===== src/rtl/bumpy_hit_detect_if.sv =====
// Pixel-stream and hit-report signals shared by the bumpy collision producer and its consumer.
// The slave side is the hit detector; the master side is the video/stimulus source.
interface bumpy_hit_detect_if;
    logic        startOfFrame;
    logic [10:0] pixelX;
    logic [10:0] pixelY;
    logic [10:0] topLeftX;
    logic [10:0] topLeftY;
    logic        bumpyDrawingRequest;
    logic        stepDrawingRequest;
    logic        singleHitPulse;
    logic [3:0]  HitEdgeCode;
    logic [7:0]  hitPixelCount;

    modport master (
        output startOfFrame, pixelX, pixelY, topLeftX, topLeftY,
               bumpyDrawingRequest, stepDrawingRequest,
        input  singleHitPulse, HitEdgeCode, hitPixelCount
    );

    modport slave (
        input  startOfFrame, pixelX, pixelY, topLeftX, topLeftY,
               bumpyDrawingRequest, stepDrawingRequest,
        output singleHitPulse, HitEdgeCode, hitPixelCount
    );
endinterface


===== src/rtl/bumpy_hit_detect.sv =====
// Detects bumpy/obstacle overlap pixels during a frame, classifies them by sprite edge band,
// and reports the accumulated edge code with a one-cycle pulse after the next startOfFrame.
module bumpy_hit_detect #(
    parameter int OBJ_W      = 32,
    parameter int OBJ_H      = 32,
    parameter int EDGE_W     = 4,
    parameter int MIN_PIXELS = 2
) (
    input  logic               clk,
    input  logic               reset,
    bumpy_hit_detect_if.slave  bus
);
    typedef enum logic [1:0] {ARMED, HIT_SEEN, REPORT} state_t;

    localparam logic signed [11:0] L_ZERO  = 12'sd0;
    localparam logic signed [11:0] L_OBJ_W = 12'(OBJ_W);
    localparam logic signed [11:0] L_OBJ_H = 12'(OBJ_H);
    localparam logic signed [11:0] L_EDGE  = 12'(EDGE_W);
    localparam logic signed [11:0] L_R_LO  = 12'(OBJ_W - EDGE_W);
    localparam logic signed [11:0] L_B_LO  = 12'(OBJ_H - EDGE_W);
    localparam logic [7:0]         L_MIN   = 8'(MIN_PIXELS);

    state_t             r_state;
    state_t             w_nextState;
    logic [3:0]         r_accum;
    logic [7:0]         r_cnt;
    logic               r_pulse;
    logic [3:0]         r_code;
    logic [7:0]         r_count;

    logic signed [11:0] w_offX;
    logic signed [11:0] w_offY;
    logic               w_inX;
    logic               w_inY;
    logic [3:0]         w_bits;
    logic               w_overlap;
    logic               w_report;
    logic               w_qualified;

    // Pixel X is unsigned, sprite origin is signed; extend both into a 12-bit signed offset.
    assign w_offX = $signed({1'b0, bus.pixelX}) - $signed({bus.topLeftX[10], bus.topLeftX});
    assign w_offY = $signed({1'b0, bus.pixelY}) - $signed({bus.topLeftY[10], bus.topLeftY});

    assign w_inX  = (w_offX >= L_ZERO) && (w_offX < L_OBJ_W);
    assign w_inY  = (w_offY >= L_ZERO) && (w_offY < L_OBJ_H);

    assign w_bits[3] = w_inY && (w_offX >= L_ZERO) && (w_offX < L_EDGE);
    assign w_bits[2] = w_inX && (w_offY >= L_ZERO) && (w_offY < L_EDGE);
    assign w_bits[1] = w_inY && (w_offX >= L_R_LO) && (w_offX < L_OBJ_W);
    assign w_bits[0] = w_inX && (w_offY >= L_B_LO) && (w_offY < L_OBJ_H);

    assign w_overlap   = bus.bumpyDrawingRequest && bus.stepDrawingRequest;
    // A startOfFrame arriving while the previous report is still in flight is dropped.
    assign w_report    = bus.startOfFrame && (r_state != REPORT);
    assign w_qualified = (r_cnt >= L_MIN) && (r_accum != 4'b0000);

    always_ff @(posedge clk or posedge reset) begin
        if (reset) begin
            r_state <= ARMED;
        end else begin
            r_state <= w_nextState;
        end
    end

    always_comb begin
        w_nextState = r_state;
        case (r_state)
            ARMED: begin
                if (bus.startOfFrame) begin
                    w_nextState = REPORT;
                end else if (w_overlap) begin
                    w_nextState = HIT_SEEN;
                end
            end
            HIT_SEEN: begin
                if (bus.startOfFrame) begin
                    w_nextState = REPORT;
                end
            end
            REPORT: begin
                // A pixel captured together with startOfFrame already opened the new frame.
                w_nextState = (w_overlap || (r_cnt != 8'd0)) ? HIT_SEEN : ARMED;
            end
            default: begin
                w_nextState = ARMED;
            end
        endcase
    end

    always_ff @(posedge clk or posedge reset) begin
        if (reset) begin
            r_accum <= 4'b0000;
            r_cnt   <= 8'd0;
        end else if (w_report) begin
            r_accum <= w_overlap ? w_bits : 4'b0000;
            r_cnt   <= w_overlap ? 8'd1 : 8'd0;
        end else if (w_overlap) begin
            if (r_state == ARMED) begin
                r_accum <= w_bits;
                r_cnt   <= 8'd1;
            end else begin
                r_accum <= r_accum | w_bits;
                r_cnt   <= (r_cnt == 8'hFF) ? r_cnt : r_cnt + 8'd1;
            end
        end
    end

    always_ff @(posedge clk or posedge reset) begin
        if (reset) begin
            r_pulse <= 1'b0;
            r_code  <= 4'b0000;
            r_count <= 8'd0;
        end else begin
            r_pulse <= w_report && w_qualified;
            if (w_report) begin
                r_code  <= w_qualified ? r_accum : 4'b0000;
                r_count <= r_cnt;
            end
        end
    end

    assign bus.singleHitPulse = r_pulse;
    assign bus.HitEdgeCode    = r_code;
    assign bus.hitPixelCount  = r_count;
endmodule


===== src/flat_wrapper.sv =====
// flat-port wrapper written by rule: the top's interface ports become plain ports
module bumpy_hit_detect_flat 
#(
    parameter int OBJ_W      = 32,
    parameter int OBJ_H      = 32,
    parameter int EDGE_W     = 4,
    parameter int MIN_PIXELS = 2
)
  (clk, reset, bus_startOfFrame, bus_pixelX, bus_pixelY, bus_topLeftX, bus_topLeftY, bus_bumpyDrawingRequest, bus_stepDrawingRequest, bus_singleHitPulse, bus_HitEdgeCode, bus_hitPixelCount);
  bumpy_hit_detect_if bus_i ();
  input  logic clk;
  input  logic reset;
  input wire logic [$bits(bus_i.startOfFrame)-1:0] bus_startOfFrame;
  input wire logic [$bits(bus_i.pixelX)-1:0] bus_pixelX;
  input wire logic [$bits(bus_i.pixelY)-1:0] bus_pixelY;
  input wire logic [$bits(bus_i.topLeftX)-1:0] bus_topLeftX;
  input wire logic [$bits(bus_i.topLeftY)-1:0] bus_topLeftY;
  input wire logic [$bits(bus_i.bumpyDrawingRequest)-1:0] bus_bumpyDrawingRequest;
  input wire logic [$bits(bus_i.stepDrawingRequest)-1:0] bus_stepDrawingRequest;
  output wire logic [$bits(bus_i.singleHitPulse)-1:0] bus_singleHitPulse;
  output wire logic [$bits(bus_i.HitEdgeCode)-1:0] bus_HitEdgeCode;
  output wire logic [$bits(bus_i.hitPixelCount)-1:0] bus_hitPixelCount;
  assign bus_i.startOfFrame = bus_startOfFrame;
  assign bus_i.pixelX = bus_pixelX;
  assign bus_i.pixelY = bus_pixelY;
  assign bus_i.topLeftX = bus_topLeftX;
  assign bus_i.topLeftY = bus_topLeftY;
  assign bus_i.bumpyDrawingRequest = bus_bumpyDrawingRequest;
  assign bus_i.stepDrawingRequest = bus_stepDrawingRequest;
  assign bus_singleHitPulse = bus_i.singleHitPulse;
  assign bus_HitEdgeCode = bus_i.HitEdgeCode;
  assign bus_hitPixelCount = bus_i.hitPixelCount;
  bumpy_hit_detect #(.OBJ_W(OBJ_W), .OBJ_H(OBJ_H), .EDGE_W(EDGE_W), .MIN_PIXELS(MIN_PIXELS)) u_core (.clk(clk), .reset(reset), .bus(bus_i));
endmodule

===== config.mk =====
export PLATFORM = sky130hd
export DESIGN_NAME = bumpy_hit_detect_flat
export DESIGN_NICKNAME = d
export VERILOG_FILES = /design/src/rtl/bumpy_hit_detect_if.sv /design/src/rtl/bumpy_hit_detect.sv /design/src/flat_wrapper.sv
export SDC_FILE = /design/constraint.sdc
export NUM_CORES = 1
export LEC_CHECK = 0
export CAP_MARGIN = 20
export CORE_ASPECT_RATIO = 0.5
export CORE_MARGIN = 5
export CORE_UTILIZATION = 44
export DETAILED_ROUTE_END_ITERATION = 10
export PLACE_DENSITY = 0.78
export SETUP_SLACK_MARGIN = 0.3
export SLEW_MARGIN = 20
export SYNTH_ARGS = -nofsm -noshare
export SYNTH_HDL_FRONTEND = slang
export SYNTH_SLANG_ARGS = --single-unit

===== constraint.sdc =====
create_clock -name clk -period 1.7 [get_ports clk]
set_clock_uncertainty 0.15 [all_clocks]
set_input_delay 0.51 -clock clk [delete_from_list [all_inputs] [get_ports clk]]
set_output_delay 0.51 -clock clk [all_outputs]
set_load 0.01 [all_outputs]

# --- Word-level counts from Yosys, hierarchy flattened ---
# Index checks and enable logic that the tools add are counted.
classes:
  addsub: 3
  order_cmp: 9
  n_eq_ne: 7
  n_mux: 15
  bitwise: 1
  reduce_logical: 21
op_table:
  columns: ["operator", "n"]
  rows:
  - ["8-bit 2-to-1 mux", 4]
  - ["12-bit by 1-bit greater-or-equal comparator with 1-bit output (second input constant)", 2]
  - ["12-bit by 6-bit greater-or-equal comparator with 1-bit output (second input constant)", 2]
  - ["12-bit by 4-bit < comparator with 1-bit output (second input constant)", 2]
  - ["12-bit by 7-bit < comparator with 1-bit output (second input constant)", 2]
  - ["12-bit by 11-bit subtractor with 12-bit output", 2]
  - ["4-bit 2-to-1 mux", 5]
  - ["1-bit logical AND", 14]
  - ["8-bit by 1-bit adder with 8-bit output (second input constant)", 1]
  - ["8-bit equality test (second input constant)", 1]
  - ["8-bit by 2-bit greater-or-equal comparator with 1-bit output (second input constant)", 1]
  - ["8-bit nonzero test", 1]
  - ["2-bit 2-to-1 mux", 3]
  - ["2-bit one-hot mux with 3 select lines", 1]
  - ["2-bit != test (second input constant)", 2]
  - ["4-bit bitwise OR", 1]
  - ["2-bit AND reduction", 2]
  - ["4-bit nonzero test", 1]
  - ["3-bit by 1-bit != test with 1-bit output (second input constant)", 1]
  - ["3-bit by 2-bit != test with 1-bit output (second input constant)", 1]
  - ["2-bit by 1-bit equality test with 1-bit output (second input constant)", 1]
  - ["2-bit equality test (second input constant)", 1]
  - ["2-bit zero test", 1]
  - ["1-bit 2-to-1 mux", 2]
  - ["other kinds (2)", 2]
word_totals:
  ff_bits: 27
  in_bits: 49
  output_inout_bits: 13
  elab_cells: 62

# --- Logic depth before layout (Yosys ltp) ---
logic_depth:
  depth_word: 9
  ltp_mapped: 9
  mapped_depth_nobuf: 9

# --- Least setup slack after synthesis ---
# OpenSTA, ideal clock, no wires.
synth_timing:
  path_type: "input port to flip-flop"
  startpoint: "in bus_topLeftX[7]"
  endpoint: "reg u_core.r_accum[0]"
  setup_ns: 0.110
  arrival_time_ns: 2.589
  path_slack_ns: -1.149
  stages: 9
  cell_sequence: "inv_1 > ha_1 > nor4_2 > a311oi_1 > o22ai_1 > or4b_1 > a2111oi_2 > nand2_1 > o41ai_1"
synth_via:
  elab_chain_cells: 9
  elab_cells_between_ends: 11
  cone_classes: "1 x add/sub; 2 x order compare; 4 x mux; 1 x bitwise; 3 x reduce/logical"
synth_rtl:
  columns: ["element", "line_no", "rtl"]
  rows:
  - ["start, declared", "flat_wrapper.sv:16", "input wire logic [$bits(bus_i.topLeftX)-1:0] bus_topLeftX;"]
  - ["12-bit by 11-bit subtractor with 12-bit output *", "bumpy_hit_detect.sv:41", "assign w_offX = $signed({1'b0, bus.pixelX}) - $signed({bus.topLeftX[10], bus.topLeftX});"]
  - ["12-bit by 1-bit greater-or-equal comparator with 1-bit output / 12-bit by 7-bit < comparator with 1-bit output (equally long branches)", "bumpy_hit_detect.sv:44", "assign w_inX = (w_offX >= L_ZERO) && (w_offX < L_OBJ_W);"]
  - ["1-bit logical AND *", "bumpy_hit_detect.sv:44", null]
  - ["1-bit logical AND * (2 in series)", "bumpy_hit_detect.sv:50", "assign w_bits[0] = w_inX && (w_offY >= L_B_LO) && (w_offY < L_OBJ_H);"]
  - ["4-bit bitwise OR", "bumpy_hit_detect.sv:102", "r_accum <= r_accum | w_bits;"]
  - ["4-bit 2-to-1 mux", "bumpy_hit_detect.sv:98", "if (r_state == ARMED) begin"]
  - ["4-bit 2-to-1 mux", "bumpy_hit_detect.sv:97", "end else if (w_overlap) begin"]
  - ["4-bit 2-to-1 mux *", "bumpy_hit_detect.sv:94", "end else if (w_report) begin"]
  - ["end signal, assigned", "bumpy_hit_detect.sv:95", "r_accum <= w_overlap ? w_bits : 4'b0000;"]
  - ["end signal, assigned", "bumpy_hit_detect.sv:99", "r_accum <= w_bits;"]
  - ["end signal, assigned", "bumpy_hit_detect.sv:102", null]
  - ["end, declared", "bumpy_hit_detect.sv:25", "logic [3:0] r_accum;"]
# Every way passes the cells marked *; elsewhere a longest branch is shown, timed or not. The select of a mux whose other input is x is not followed.
# A chain may end at the register's enable or synchronous reset.

# --- Worst setup path in the final report ---
layout_timing:
  startpoint: "in bus_pixelX[4]"
  endpoint: "reg u_core.r_accum[0]"
layout_via:
  elab_chain_cells: 9
  elab_cells_between_ends: 11
  cone_classes: "1 x add/sub; 2 x order compare; 4 x mux; 1 x bitwise; 3 x reduce/logical"
layout_rtl:
  columns: ["element", "line_no", "rtl"]
  rows:
  - ["start, declared", "flat_wrapper.sv:14", "input wire logic [$bits(bus_i.pixelX)-1:0] bus_pixelX;"]
  - ["12-bit by 11-bit subtractor with 12-bit output *", "bumpy_hit_detect.sv:41", null]
  - ["12-bit by 1-bit greater-or-equal comparator with 1-bit output / 12-bit by 7-bit < comparator with 1-bit output (equally long branches)", "bumpy_hit_detect.sv:44", null]
  - ["1-bit logical AND *", "bumpy_hit_detect.sv:44", null]
  - ["1-bit logical AND * (2 in series)", "bumpy_hit_detect.sv:50", null]
  - ["4-bit bitwise OR", "bumpy_hit_detect.sv:102", null]
  - ["4-bit 2-to-1 mux", "bumpy_hit_detect.sv:98", null]
  - ["4-bit 2-to-1 mux", "bumpy_hit_detect.sv:97", null]
  - ["4-bit 2-to-1 mux *", "bumpy_hit_detect.sv:94", null]
# Marked as above.

==> metrics.cfg <==
[synthesis]
syn_avg_cell_area_sq_um=8.502
ys_types=46
synthArstFlopShare_pct=100.0
synthCells=254
netlist_area_sq_um=2160
ys_warn_count=0
synth-edff-count=0
synth.ff_latch_count=27
syn_nets=328
synth_top_family_by_area=compound AO/OA/AOI/OAI gates
ys_seq_area_share_pct=31.29
synth_fa_ha_area_share_pct=14.48
muxShareOfSynthArea_pct=5.098
synth-simple-area-share_pct=16.80
synth_top_flop_cell=dfrtp_1
synth-xor-area-share_pct=2.433
synth_compound_area_share_pct=23.81

[setup_path]
path_cells=clkdlybuf4s15_2 -> ha_4 -> nand3_4 -> a21boi_2 -> nand2_1 -> or4b_4 -> a2111oi_4 -> nand2_2 -> buf_4 -> o41ai_4
worstSetupStartpointType=input pin
crit_path_max_fanout=4
arrival_ns=2.96
critPathKind=in2reg
worstPathRequired_ns=1.72
crit_family=compound AO/OA/AOI/OAI gates
cp_num_cells=10
crit_path_end_kind=register
path_buf_inv=2
ff2ff_path_depth=5
max_stage_delay_ns=0.51
slowest_stage=or4b_4

[sta]
setup_tns_ns=-4.844
max-slew-margin-rel_pct=63.05
slew_viol_final=0
fin_hold_ws_ns=0.3576
finalHoldViolCount=0
max_freq_ghz=0.3404
setup_viol=4
fin_crit_sh_pct=172.8
final.min_clock_period_ns=2.937
worst_slew_pin_slew_ns=0.5484
rsz0062_at_grt=true
worst_slack_ns=-1.237

[clocking]
clk_latency_ns=0.28
cts_tree=built
cts_max_level=1
cts.sink_count=27
cts_max_path_buffers=2
cts_root_buf=clkbuf_8
cts_buffers=3
clkTransAtPathRegs_ns=0.11

[route]
wirelength_mm=10.49
wl_per_cell_microns=21.58
drc=0
dr.pass1.iters=4
detail-route-antenna-nets=0
top_layer=met4
wl_met2_mm=5.200
vias_per_cell=6.088
drt-met1-wl_mm=3.753
vias=2959
wl_met3_microns=770
drt_iter0_markers=165

[grt]
grt_max_degree=28
antenna_found_initial=0
track_usage_pct=27.50
grt_pass1_wl_mm=13.99
grt.overflow.total=0
grt_pass1_vias=2821

[final_layout]
final_nets=491
mostFrequentLayoutCells=buf_4 (88), dfrtp_1 (22)
area.growth.synth_to_final_pct=98.67
n_antenna_cell=0
drive_gt1_share_pct=56.49
n_fill_cell=192
final_common_cell=buf_4

[power_and_ir_drop]
power_density_nw_per_um2=596.5
peakVddDrop_mv=0.3325
p_leak_nw=2.042

[floorplanning]
die_h_microns=59.54
die_w_microns=109.1
fp.coreArea_sq_um=4842
design.die.area_sq_um=6494
placementRows=18
start_util_pct=44.60
io_pins=62

[placement]
place_ws_ns=-1.624
hpwl_mm=5.056
io_buffers=61
gp_congestion=0.9339

[flow_run]
maxCapViolCount=0

[worst_hold_path]
hold_class=reg2reg
whs_path_depth=2

[run_status]
status=complete, but fails checks
violations=negative setup slack

registers in the layout, indices dropped and copies added (netlist names):
register and cells:
u_core.bus.HitEdgeCode 4, u_core.bus.singleHitPulse 1, u_core.r_accum 4, u_core.bus.hitPixelCount 8
u_core.r_cnt 8, u_core.r_state 2
metal layers:
metal / vias to the layer above / global-route usage (%)
li1: 1252 / -
met1: 1407 / 32.80
met2: 202 / 50.35
met3: 98 / 4.679
met4: 0 / 10.07
met5: - / 0
worst paths after layout:
kind                                                         start                                 endpoint  slack, ns
setup / recovery                                     bus_pixelX[4]            u_core.r_accum[0]$_DFFE_PP0P_      -1.24
hold / removal             u_core.bus.hitPixelCount[0]$_DFFE_PP0P_  u_core.bus.hitPixelCount[0]$_DFFE_PP0P_       0.36
setup reg to reg                     u_core.r_state[1]$_DFFE_PP0P_            u_core.r_accum[0]$_DFFE_PP0P_      -0.13
hold reg to reg            u_core.bus.hitPixelCount[0]$_DFFE_PP0P_  u_core.bus.hitPixelCount[0]$_DFFE_PP0P_       0.36
max in group asynchronous                                    reset            u_core.r_state[0]$_DFFE_PP0P_       0.81
min in group asynchronous                                    reset  u_core.bus.hitPixelCount[0]$_DFFE_PP0P_       0.41
synthesized netlist by cell type (2+ instances only):
master,count,area share [%]
nand4_1,3,0.87
a21oi_1,14,3.2
or3_1,2,0.58
nand3_1,8,1.9
and3_1,2,0.58
o31ai_1,5,1.7
a211oi_1,3,1.0
o21ai_0,19,4.4
o2111ai_1,3,1.2
nor2_1,16,2.8
nor3_1,6,1.4
nor2b_1,4,1.2
a21boi_1,3,1.0
mux2_1,2,1.0
xor2_1,5,2.0
a31oi_1,3,0.87
o22ai_1,2,0.58
a22o_1,5,2.0
mux2i_1,2,0.93
clkbuf_1,3,0.52
o41ai_1,4,1.6
inv_1,32,5.6
dfrtp_1,27,31
o21ai_1,3,0.70
mux2_2,6,3.1
nand2_1,26,4.5
a21o_1,2,0.70
ha_1,25,14
o211ai_1,2,0.70
through the flow:
| step | cell area, sq um | instances | total power, mW | util, % |
|---|---|---|---|---|
| floorplan | 2342 | 254 | 1.240 | - |
| global placement | 3435 | 436 | 1.647 | 70.93 |
| detailed placement | 3435 | 436 | 1.689 | 70.93 |
| CTS | 3991 | 470 | 2.296 | 82.43 |
| global route | 4290 | 486 | 2.657 | 88.60 |
| finish | 4290 | 486 | 2.559 | 88.60 |
cell families after synthesis:
group                      after synthesis
buffers and inverters                   35
xor gates and xnor gates                 6
and+or+nand+nor                         74
AOI/OAI and AO/OA                       77
DFF                                     27
adders and majority gates               25
muxes                                   10
where the power goes:
group | internal, mW | leakage [nW] | switching, mW
logic | 0.707 | 1.66 | 0.707
registers | 0.692 | 0.362 | 0.0644
clock network | 0.167 | 0.0217 | 0.221
what timing repair did:
action | in CTS | in global routing
setup buffers | 30 | 16
hold buffers | 0 | 0
gates resized for setup | 219 | 34
setup endpoints to repair | 39 | 39
pin swaps | 52 | 10
tightest hold or removal path, delay by kind of cell (launching register included):
family,cells,cell delay (ns)
AND/OR/NAND/NOR,1,0.05
AO/OA/AOI/OAI,1,0.07
flip-flops,1,0.36
layout make-up:
cell class | instances | area [sq um] | share of cell area (%)
multi-input cells | 192 | 2027 | 47.24
repair buffers | 161 | 1315 | 30.65
flip-flops and latches | 27 | 681.9 | 15.89
inverters | 32 | 130.1 | 3.033
well taps | 70 | 87.58 | 2.041
clock buffers | 3 | 41.29 | 0.9624
clock inverters | 1 | 7.507 | 0.1750
Note: power is estimated with default switching activity, not from simulation.
